### src/rtl/enum_seq_pkg.sv
// Shared types for the enumerated state sequencer: wrap direction and sequencing mode.
package enum_seq_pkg;

    typedef enum logic {
        DIR_UP   = 1'b0,
        DIR_DOWN = 1'b1
    } dir_e;

    typedef enum logic {
        MODE_WRAP   = 1'b0,
        MODE_BOUNCE = 1'b1
    } mode_e;

endpackage

### src/rtl/dwell_cnt.sv
// Per-state dwell counter: done is raised on the enabled cycle where cnt has reached dwell.
// Latency: done is combinational from the registered count; en low stalls, clr wins over en.
module dwell_cnt #(
    parameter int DWELL_W = 4
) (
    input  logic               clk,
    input  logic               rst_n,
    input  logic               en,
    input  logic               clr,
    input  logic [DWELL_W-1:0] dwell,
    output logic               done
);

    logic [DWELL_W-1:0] cnt_q;
    logic [DWELL_W-1:0] cnt_d;

    // dwell is compared live, so a lowered dwell below cnt fires on the next enabled cycle
    always_comb begin
        cnt_d = cnt_q;
        done  = 1'b0;
        if (clr) begin
            cnt_d = '0;
        end else if (en) begin
            if (cnt_q >= dwell) begin
                done  = 1'b1;
                cnt_d = '0;
            end else begin
                cnt_d = cnt_q + DWELL_W'(1);
            end
        end
    end

    always_ff @(posedge clk or negedge rst_n) begin
        if (!rst_n) begin
            cnt_q <= '0;
        end else begin
            cnt_q <= cnt_d;
        end
    end

endmodule

### src/rtl/enum_seq_fsm.sv
// Index sequencer stepping through NUM_STATES states in wrap or bounce order with a per-state dwell.
// Latency: outputs registered, pulses coincide with the new index; en low freezes everything.
module enum_seq_fsm
    import enum_seq_pkg::*;
#(
    parameter int NUM_STATES = 3,
    parameter int DWELL_W    = 4,
    parameter int STATE_W    = $clog2(NUM_STATES)
) (
    input  logic               clk,
    input  logic               rst_n,
    input  logic               en,
    input  logic               sync_clr,
    input  logic               dir,
    input  logic               mode,
    input  logic [DWELL_W-1:0] dwell,
    output logic [STATE_W-1:0] state_idx,
    output logic               state_chg,
    output logic               turn
);

    localparam logic [STATE_W-1:0] LAST = STATE_W'(NUM_STATES - 1);
    localparam logic [STATE_W-1:0] ONE  = STATE_W'(1);

    logic [STATE_W-1:0] state_q, state_d;
    dir_e               bdir_q, bdir_d;
    logic               chg_q, chg_d;
    logic               turn_q, turn_d;
    logic               adv;

    dwell_cnt #(
        .DWELL_W (DWELL_W)
    ) u_dwell_cnt (
        .clk   (clk),
        .rst_n (rst_n),
        .en    (en),
        .clr   (sync_clr),
        .dwell (dwell),
        .done  (adv)
    );

    always_comb begin
        state_d = state_q;
        bdir_d  = bdir_q;
        chg_d   = 1'b0;
        turn_d  = 1'b0;
        if (sync_clr) begin
            state_d = '0;
            bdir_d  = DIR_UP;
        end else if (adv) begin
            chg_d = 1'b1;
            if (mode_e'(mode) == MODE_WRAP) begin
                if (dir_e'(dir) == DIR_UP) begin
                    if (state_q == LAST) begin
                        state_d = '0;
                        turn_d  = 1'b1;
                    end else begin
                        state_d = state_q + ONE;
                    end
                end else begin
                    if (state_q == '0) begin
                        state_d = LAST;
                        turn_d  = 1'b1;
                    end else begin
                        state_d = state_q - ONE;
                    end
                end
            end else begin
                // Bounce reflects off either end; bdir only moves here so it survives wrap-mode spells
                if (bdir_q == DIR_UP) begin
                    if (state_q == LAST) begin
                        state_d = state_q - ONE;
                        bdir_d  = DIR_DOWN;
                        turn_d  = 1'b1;
                    end else begin
                        state_d = state_q + ONE;
                    end
                end else begin
                    if (state_q == '0) begin
                        state_d = ONE;
                        bdir_d  = DIR_UP;
                        turn_d  = 1'b1;
                    end else begin
                        state_d = state_q - ONE;
                    end
                end
            end
        end
    end

    always_ff @(posedge clk or negedge rst_n) begin
        if (!rst_n) begin
            state_q <= '0;
            bdir_q  <= DIR_UP;
            chg_q   <= 1'b0;
            turn_q  <= 1'b0;
        end else begin
            state_q <= state_d;
            bdir_q  <= bdir_d;
            chg_q   <= chg_d;
            turn_q  <= turn_d;
        end
    end

    assign state_idx = state_q;
    assign state_chg = chg_q;
    assign turn      = turn_q;

endmodule

### config.mk
export PLATFORM = sky130hd
export DESIGN_NAME = enum_seq_fsm
export DESIGN_NICKNAME = d
export VERILOG_FILES = /design/src/rtl/enum_seq_pkg.sv /design/src/rtl/dwell_cnt.sv /design/src/rtl/enum_seq_fsm.sv
export SDC_FILE = /design/constraint.sdc
export NUM_CORES = 1
export LEC_CHECK = 0
export ABC_AREA = 1
export CAP_MARGIN = 10
export CORE_AREA = 2 2 39 41
export CTS_BUF_LIST = sky130_fd_sc_hd__clkbuf_2
export CTS_CLUSTER_DIAMETER = 150
export DETAILED_ROUTE_END_ITERATION = 10
export DIE_AREA = 0 0 41 43
export HOLD_SLACK_MARGIN = 0.06
export PLACE_DENSITY = 0.8
export SLEW_MARGIN = 0
export SYNTH_ARGS = -nofsm -noshare
export SYNTH_HDL_FRONTEND = slang
export SYNTH_SLANG_ARGS = --single-unit
### constraint.sdc
create_clock -name clk -period 3.92 [get_ports clk]
set_clock_uncertainty 0.05 [all_clocks]
set_input_delay 0.392 -clock clk [delete_from_list [all_inputs] [get_ports clk]]
set_output_delay 0.392 -clock clk [all_outputs]
set_load 0.05 [all_outputs]
==> results of run 1 <==
cells in the final DEF, fill, tap and decap left out:
cell             instances
inv_1                   19
nand4_1                  2
a21oi_1                  4
clkdlybuf4s50_1         13
nand2_1                 17
xnor2_1                  1
nand2_2                  1
nand3_1                  5
nand2_4                  1
nor2_4                   1
dfrtp_1                  9
o22ai_1                  1
nor2_1                   7
o21ai_0                 10
nor3_1                   1
a21oi_2                  1
clkbuf_2                 4
nand3_2                  1
ha_1                     9
path summary, 6_finish.rpt:
path / from / to / slack, ns / cells past startpoint
setup / recovery: state_idx[0] / state_idx[0] / 1.92 / 1
hold / removal: rst_n / state_idx[0] / 0.39 / 1
setup reg to reg: u_dwell_cnt.cnt_q[1] / bdir_q / 2.39 / 10
hold reg to reg: u_dwell_cnt.cnt_q[3] / u_dwell_cnt.cnt_q[3] / 0.55 / 2
max in group asynchronous: rst_n / u_dwell_cnt.cnt_q[0] / 3.13 / 1
min in group clk: u_dwell_cnt.cnt_q[3] / u_dwell_cnt.cnt_q[3] / 0.55 / 2
cell families (layout without fill, tap and decap cells):
| family | count (synthesis) | in the layout | synth area share (%) |
|---|---|---|---|
| buf+inv | 19 | 36 | 10.58 |
| fa+ha+maj | 9 | 9 | 16.70 |
| compound gates | 16 | 16 | 12.62 |
| simple gates | 36 | 36 | 25.42 |
| xor+xnor | 1 | 1 | 1.299 |
| flops | 9 | 9 | 33.40 |
metal layers:
metal	vias to the layer above	GRT usage, %	routed length [µm]	part of all wire [%]
li1	323	-	-	-
met1	265	20.75	553	44
met2	24	27.50	602	48
met3	2	3.141	88	7.0
met4	0	8.000	20	1.6
met5	-	0	0	0
stage by stage:
step                      setup slack (ns)  cells  utilization [%]  total power [mW]  cell area (µm²)
after detailed placement             1.939    119            59.58            0.1785            824.5
final                                1.920    123            61.03            0.2332            844.6
after global routing                 1.890    123            61.03            0.2498            844.6
after global placement               1.958    119            59.58            0.1766            824.5
after floorplan                      2.339     90                -            0.1516            674.4
after CTS                            1.926    123            61.03            0.2359            844.6
cell type report:
class,count,area share (%)
well taps,16,2.370
flip-flops and latches,9,26.67
repair buffers,13,15.41
clock buffers,4,2.370
multi-input cells,62,44.74
inverters,19,8.444
flip-flops by register name (all words and copies together) (netlist names):
signal / flops
state_idx: 2
bdir_q: 1
state_chg: 1
u_dwell_cnt.cnt_q: 4
turn: 1
report_power, final:
group | total, mW | leakage, nW | switching [mW] | internal (mW)
combinational | 0.0681 | 0.320 | 0.0390 | 0.0292
sequential | 0.108 | 0.123 | 0.00883 | 0.0991
clock | 0.0571 | 0.0166 | 0.0300 | 0.0271
total | 0.233 | 0.460 | 0.0778 | 0.155
==> flow_metrics.py, run 1 <==
metrics = {
    "synthesis": {
        "synth-async-reset-ratio_pct": 100.0,
        "synth_ff_type": "dfrtp_1",
        "syn_area_um2": 674.4,
        "syn_avg_cell_area_um2": 7.493,
        "syn_nets": 109,
        "synth_top_area_share_pct": 33.40,
        "yosys.area.top_type": "dfrtp_1",
        "synth_common_cells": "inv_1 (19), nand2_1 (17), o21ai_0 (10)",
        "syn-instance-count": 90,
        "synth-seq-area-share_pct": 33.40,
        "synthTopCellsByArea": "dfrtp_1 (33%), ha_1 (17%), inv_1 (11%)",
        "yosysMostFrequentCell": "inv_1",
        "synth_edf_count": 0,
        "synthDistinctLibCells": 17,
        "yosysWarnings": 0,
        "ys_ff_latch": 9,
    },
    "layout": {
        "diodes": 0,
        "n_fill_cell": 120,
        "drive_above_1_share_pct": 8.411,
        "nets": 127,
        "multi_input_area_um2": 377.9,
        "regArea_um2": 225.2,
        "syn_to_final_growth_pct": 25.23,
    },
    "die": {
        "die_h_um": 43,
        "dieArea_um2": 1763,
        "ios": 14,
        "core-area_um2": 1384,
        "die-width_um": 41,
        "initial_utilization_pct": 48.73,
        "num_rows": 14,
    },
    "setup_path": {
        "cp_top_family": "buffers and inverters",
        "critPathMaxFanout": 6,
        "critPathArrivalTime_ns": 1.56,
        "endpoint_kind": "output port",
        "path_cells": "clkdlybuf4s50_1",
        "critical_path_class": "register to output port",
        "cp-start-kind": "register",
        "slowest_stage": "clkdlybuf4s50_1",
        "critPathMaxStageDelay_ns": 0.85,
        "worstPathRequired_ns": 3.48,
        "cp.buffers_inverters": 1,
    },
    "grt": {
        "grt_max_degree": 10,
        "grt_pass1_wl_um": 2035,
        "antenna_found_initial": 0,
        "grt_pass1_vias": 545,
        "grt_usage_pct": 17.06,
        "overflow": 0,
    },
    "timing": {
        "fin_crit_sh_pct": 51.01,
        "fmax_mhz": 500.1,
        "hold_slack_ns": 0.3932,
        "finalHoldViolCount": 0,
        "relSlewSlack_pct": 66.92,
        "finalCriticalPeriod_ns": 2.000,
        "drv_slew": 0,
        "tightest_slew_ns": 0.4946,
        "rsz0062_at_grt": "false",
        "finalSetupViolCount": 0,
        "finalSetupTns_ns": 0,
    },
    "placed_design": {
        "port_buffers": 13,
        "dp_hpwl_um": 1025,
        "routabilityCongestion": 0.8396,
    },
    "flow_run": {
        "cap_violations": 0,
    },
    "routing": {
        "drt-initial-drc-count": 8,
        "antenna_left": 0,
        "drc": 0,
        "vias": 614,
        "wirelength_um": 1265,
        "wire_per_inst_um": 10.28,
        "drt_first_pass_iters": 4,
        "vias_per_cell": 4.992,
    },
    "clock_tree": {
        "cts_buffers": 3,
        "cts_tree": "yes",
        "post_cts_resized": 0,
        "clockRootBuffer": "clkbuf_2",
        "cts_buffer_depth": 2,
        "postCtsHoldBufs": 0,
        "clock_sinks": 9,
        "clk_latency_ns": 0.24,
        "post_cts_buffers": 0,
        "path_clk_slew_ns": 0.09,
        "h-tree-depth": 1,
    },
    "run_status": {
        "status": "completed",
    },
    "power": {
        "p_per_area_nw_per_um2": 276.1,
        "p_leak_nw": 0.4602,
        "peakVddDrop_mv": 0.1507,
    },
    "hold_path": {
        "hp-class": "input pin to asynchronous set/reset pin",
    },
}
Power figures use the tool's default switching activity.
==> run 2, diff against run 1 <==
Settings changed: CORE_AREA 2 2 39 41 to default, CORE_MARGIN from default to 2, CORE_UTILIZATION from default to 51, DIE_AREA 0 0 41 43 to default, PLACE_DENSITY 0.8 to 0.81.
Clock period 3.92 ns to 2 ns, I/O delays scaled along.
==> run 2 against run 1 <==
Against the previous run: register-to-register slack got worse by 1.9 ns; clock-buffer cell count unchanged; clock power increased by 110%; highest routed layer is now met3.
==> flow_metrics.py, run 2 (synthesis gave the netlist of run 1 again) <==
metrics = {
    "die": {
        "core-area_um2": 1269,
        "num_rows": 13,
        "dieArea_um2": 1629,
        "ios": 14,
        "die_h_um": 40.37,
        "initial_utilization_pct": 53.16,
        "die-width_um": 40.37,
    },
    "timing": {
        "relSlewSlack_pct": 66.87,
        "drv_slew": 0,
        "rsz0062_at_grt": "false",
        "fin_crit_sh_pct": 90.18,
        "finalSetupTns_ns": 0,
        "finalCriticalPeriod_ns": 1.804,
        "finalSetupViolCount": 0,
        "fmax_mhz": 554.5,
        "tightest_slew_ns": 0.4954,
        "finalHoldViolCount": 0,
    },
    "layout": {
        "stdcell_area_um2": 843.3,
        "nets": 127,
        "top_register": "u_dwell_cnt.cnt_q",
        "drive_above_1_share_pct": 8.411,
        "multi_input_area_um2": 377.9,
        "final_common_cell": "inv_1",
        "n_fill_cell": 109,
        "final_cell_mix": "inv_1 (19), nand2_1 (17), clkdlybuf4s50_1 (13)",
        "largest_reg_flops": 4,
        "postLayoutCoreUtil_pct": 66.47,
        "regArea_um2": 225.2,
        "fin_cells": 122,
        "syn_to_final_growth_pct": 25.05,
        "diodes": 0,
    },
    "routing": {
        "wl_met1_um": 592,
        "top_layer": "met3",
        "wirelength_um": 1294,
        "wl_met3_um": 62,
        "antenna_left": 0,
        "vias": 606,
        "vias_per_cell": 4.967,
        "wl_met2_um": 639,
        "drt-initial-drc-count": 14,
        "drt_first_pass_iters": 4,
        "drc": 0,
        "wire_per_inst_um": 10.61,
    },
    "clock_tree": {
        "clock_sinks": 9,
        "clockRootBuffer": "clkbuf_2",
        "h-tree-depth": 1,
        "cts_buffer_depth": 2,
        "post_cts_buffers": 0,
        "cts_tree": "yes",
        "clk_latency_ns": 0.25,
        "cts_buffers": 3,
        "postCtsHoldBufs": 0,
        "post_cts_resized": 0,
        "path_clk_slew_ns": 0.11,
    },
    "setup_path": {
        "cp-start-kind": "register",
        "ff2ff_path_depth": 10,
        "cp.buffers_inverters": 1,
        "path_cells": "clkdlybuf4s50_1",
        "critPathArrivalTime_ns": 1.55,
        "critPathMaxFanout": 6,
        "worstSetupStartpoint": "state_idx[0]",
        "r2r_slack_ns": 0.45,
        "cp-endpoint": "state_idx[0]",
        "cp_num_cells": 1,
        "worstPathRequired_ns": 1.75,
        "critical_path_class": "register to output port",
        "timing.rr.end": "bdir_q",
        "rr_startpoint": "u_dwell_cnt.cnt_q[1]",
        "endpoint_kind": "output port",
        "slowest_stage": "clkdlybuf4s50_1",
        "critPathMaxStageDelay_ns": 0.84,
        "cp_top_family": "buffers and inverters",
    },
    "power": {
        "power_switching_share_pct": 34.38,
        "p_per_area_nw_per_um2": 550.0,
        "p_leak_nw": 0.4602,
        "peakVddDrop_mv": 0.2927,
        "seq_power_share_pct": 45.5,
        "p_switching_mw": 0.1595,
        "power_mw": 0.4639,
        "combPwrFrac_pct": 28.9,
        "p_int_mw": 0.3044,
        "p_clk_share_pct": 25.6,
    },
    "placed_design": {
        "routabilityCongestion": 0.8832,
        "port_buffers": 13,
        "dp.cells": 118,
        "placed_area_um2": 823.3,
        "dp_hpwl_um": 1041,
    },
    "hold_path": {
        "hp-class": "input pin to asynchronous set/reset pin",
    },
    "grt": {
        "overflow": 0,
        "grt_pass1_wl_um": 2056,
        "grt_pass1_vias": 526,
        "grt_usage_pct": 19.29,
        "antenna_found_initial": 0,
        "grt_max_degree": 10,
    },
    "flow_run": {
        "cap_violations": 0,
    },
    "run_status": {
        "status": "completed",
    },
}
-- run 2: cell counts in the layout (fill, tap and decap cells not counted) --
No cell type changed its count.
-- run 2: area by class of cell --
class | count | area share, %
multi-input combinational | 62 | 44.81
sequential | 9 | 26.71
timing repair buffer | 13 | 15.43
inverter | 19 | 8.457
clock buffer | 4 | 2.374
tap | 15 | 2.226
-- run 2: how the worst min path moves through the flow --
| stage | to | slack (ns) |
|---|---|---|
| global route | state_chg | 0.21 |
| global placement | u_dwell_cnt.cnt_q[3] | 0.47 |
| finish | u_dwell_cnt.cnt_q[1] | 0.19 |
| floorplan | bdir_q | -0.15 |
| detailed placement | u_dwell_cnt.cnt_q[3] | 0.49 |
| CTS | state_chg | 0.21 |
-- run 2: layer usage --
metal / global-route usage, % / vias to the layer above
met1: 21.36 / 267
met2: 35.71 / 17
met3: 5.000 / 0
met4: 5.000 / 0
met5: 0 / -
li1: - / 322
-- run 2: stage by stage --
step | hold slack, ns | worst slack, ns
finish | 0.1878 | 0.1965
global route | 0.2139 | 0.1337
CTS | 0.2088 | 0.2016
detailed placement | 0.4866 | 0.1744
global placement | 0.4734 | 0.2217
floorplan | -0.1456 | 0.4190
-- run 2: worst register-to-register path: stages, from the launching register on --
cell     delay, ns
dfrtp_1       0.45
ha_1          0.32
nand2_1       0.09
nand2_2       0.04
nand2_1       0.06
nand3_2       0.13
nand2_4       0.13
nand2_1       0.08
nand2_1       0.06
nand2_1       0.04
inv_1         0.04
-- run 2: power by group through the flow --
stage | sequential [mW] | clock (mW) | combinational, mW
floorplan | 0.222 | 0 | 0.0749
global placement | 0.214 | 0 | 0.131
detailed placement | 0.214 | 0 | 0.135
CTS | 0.211 | 0.120 | 0.136
global route | 0.213 | 0.134 | 0.154
finish | 0.211 | 0.119 | 0.134
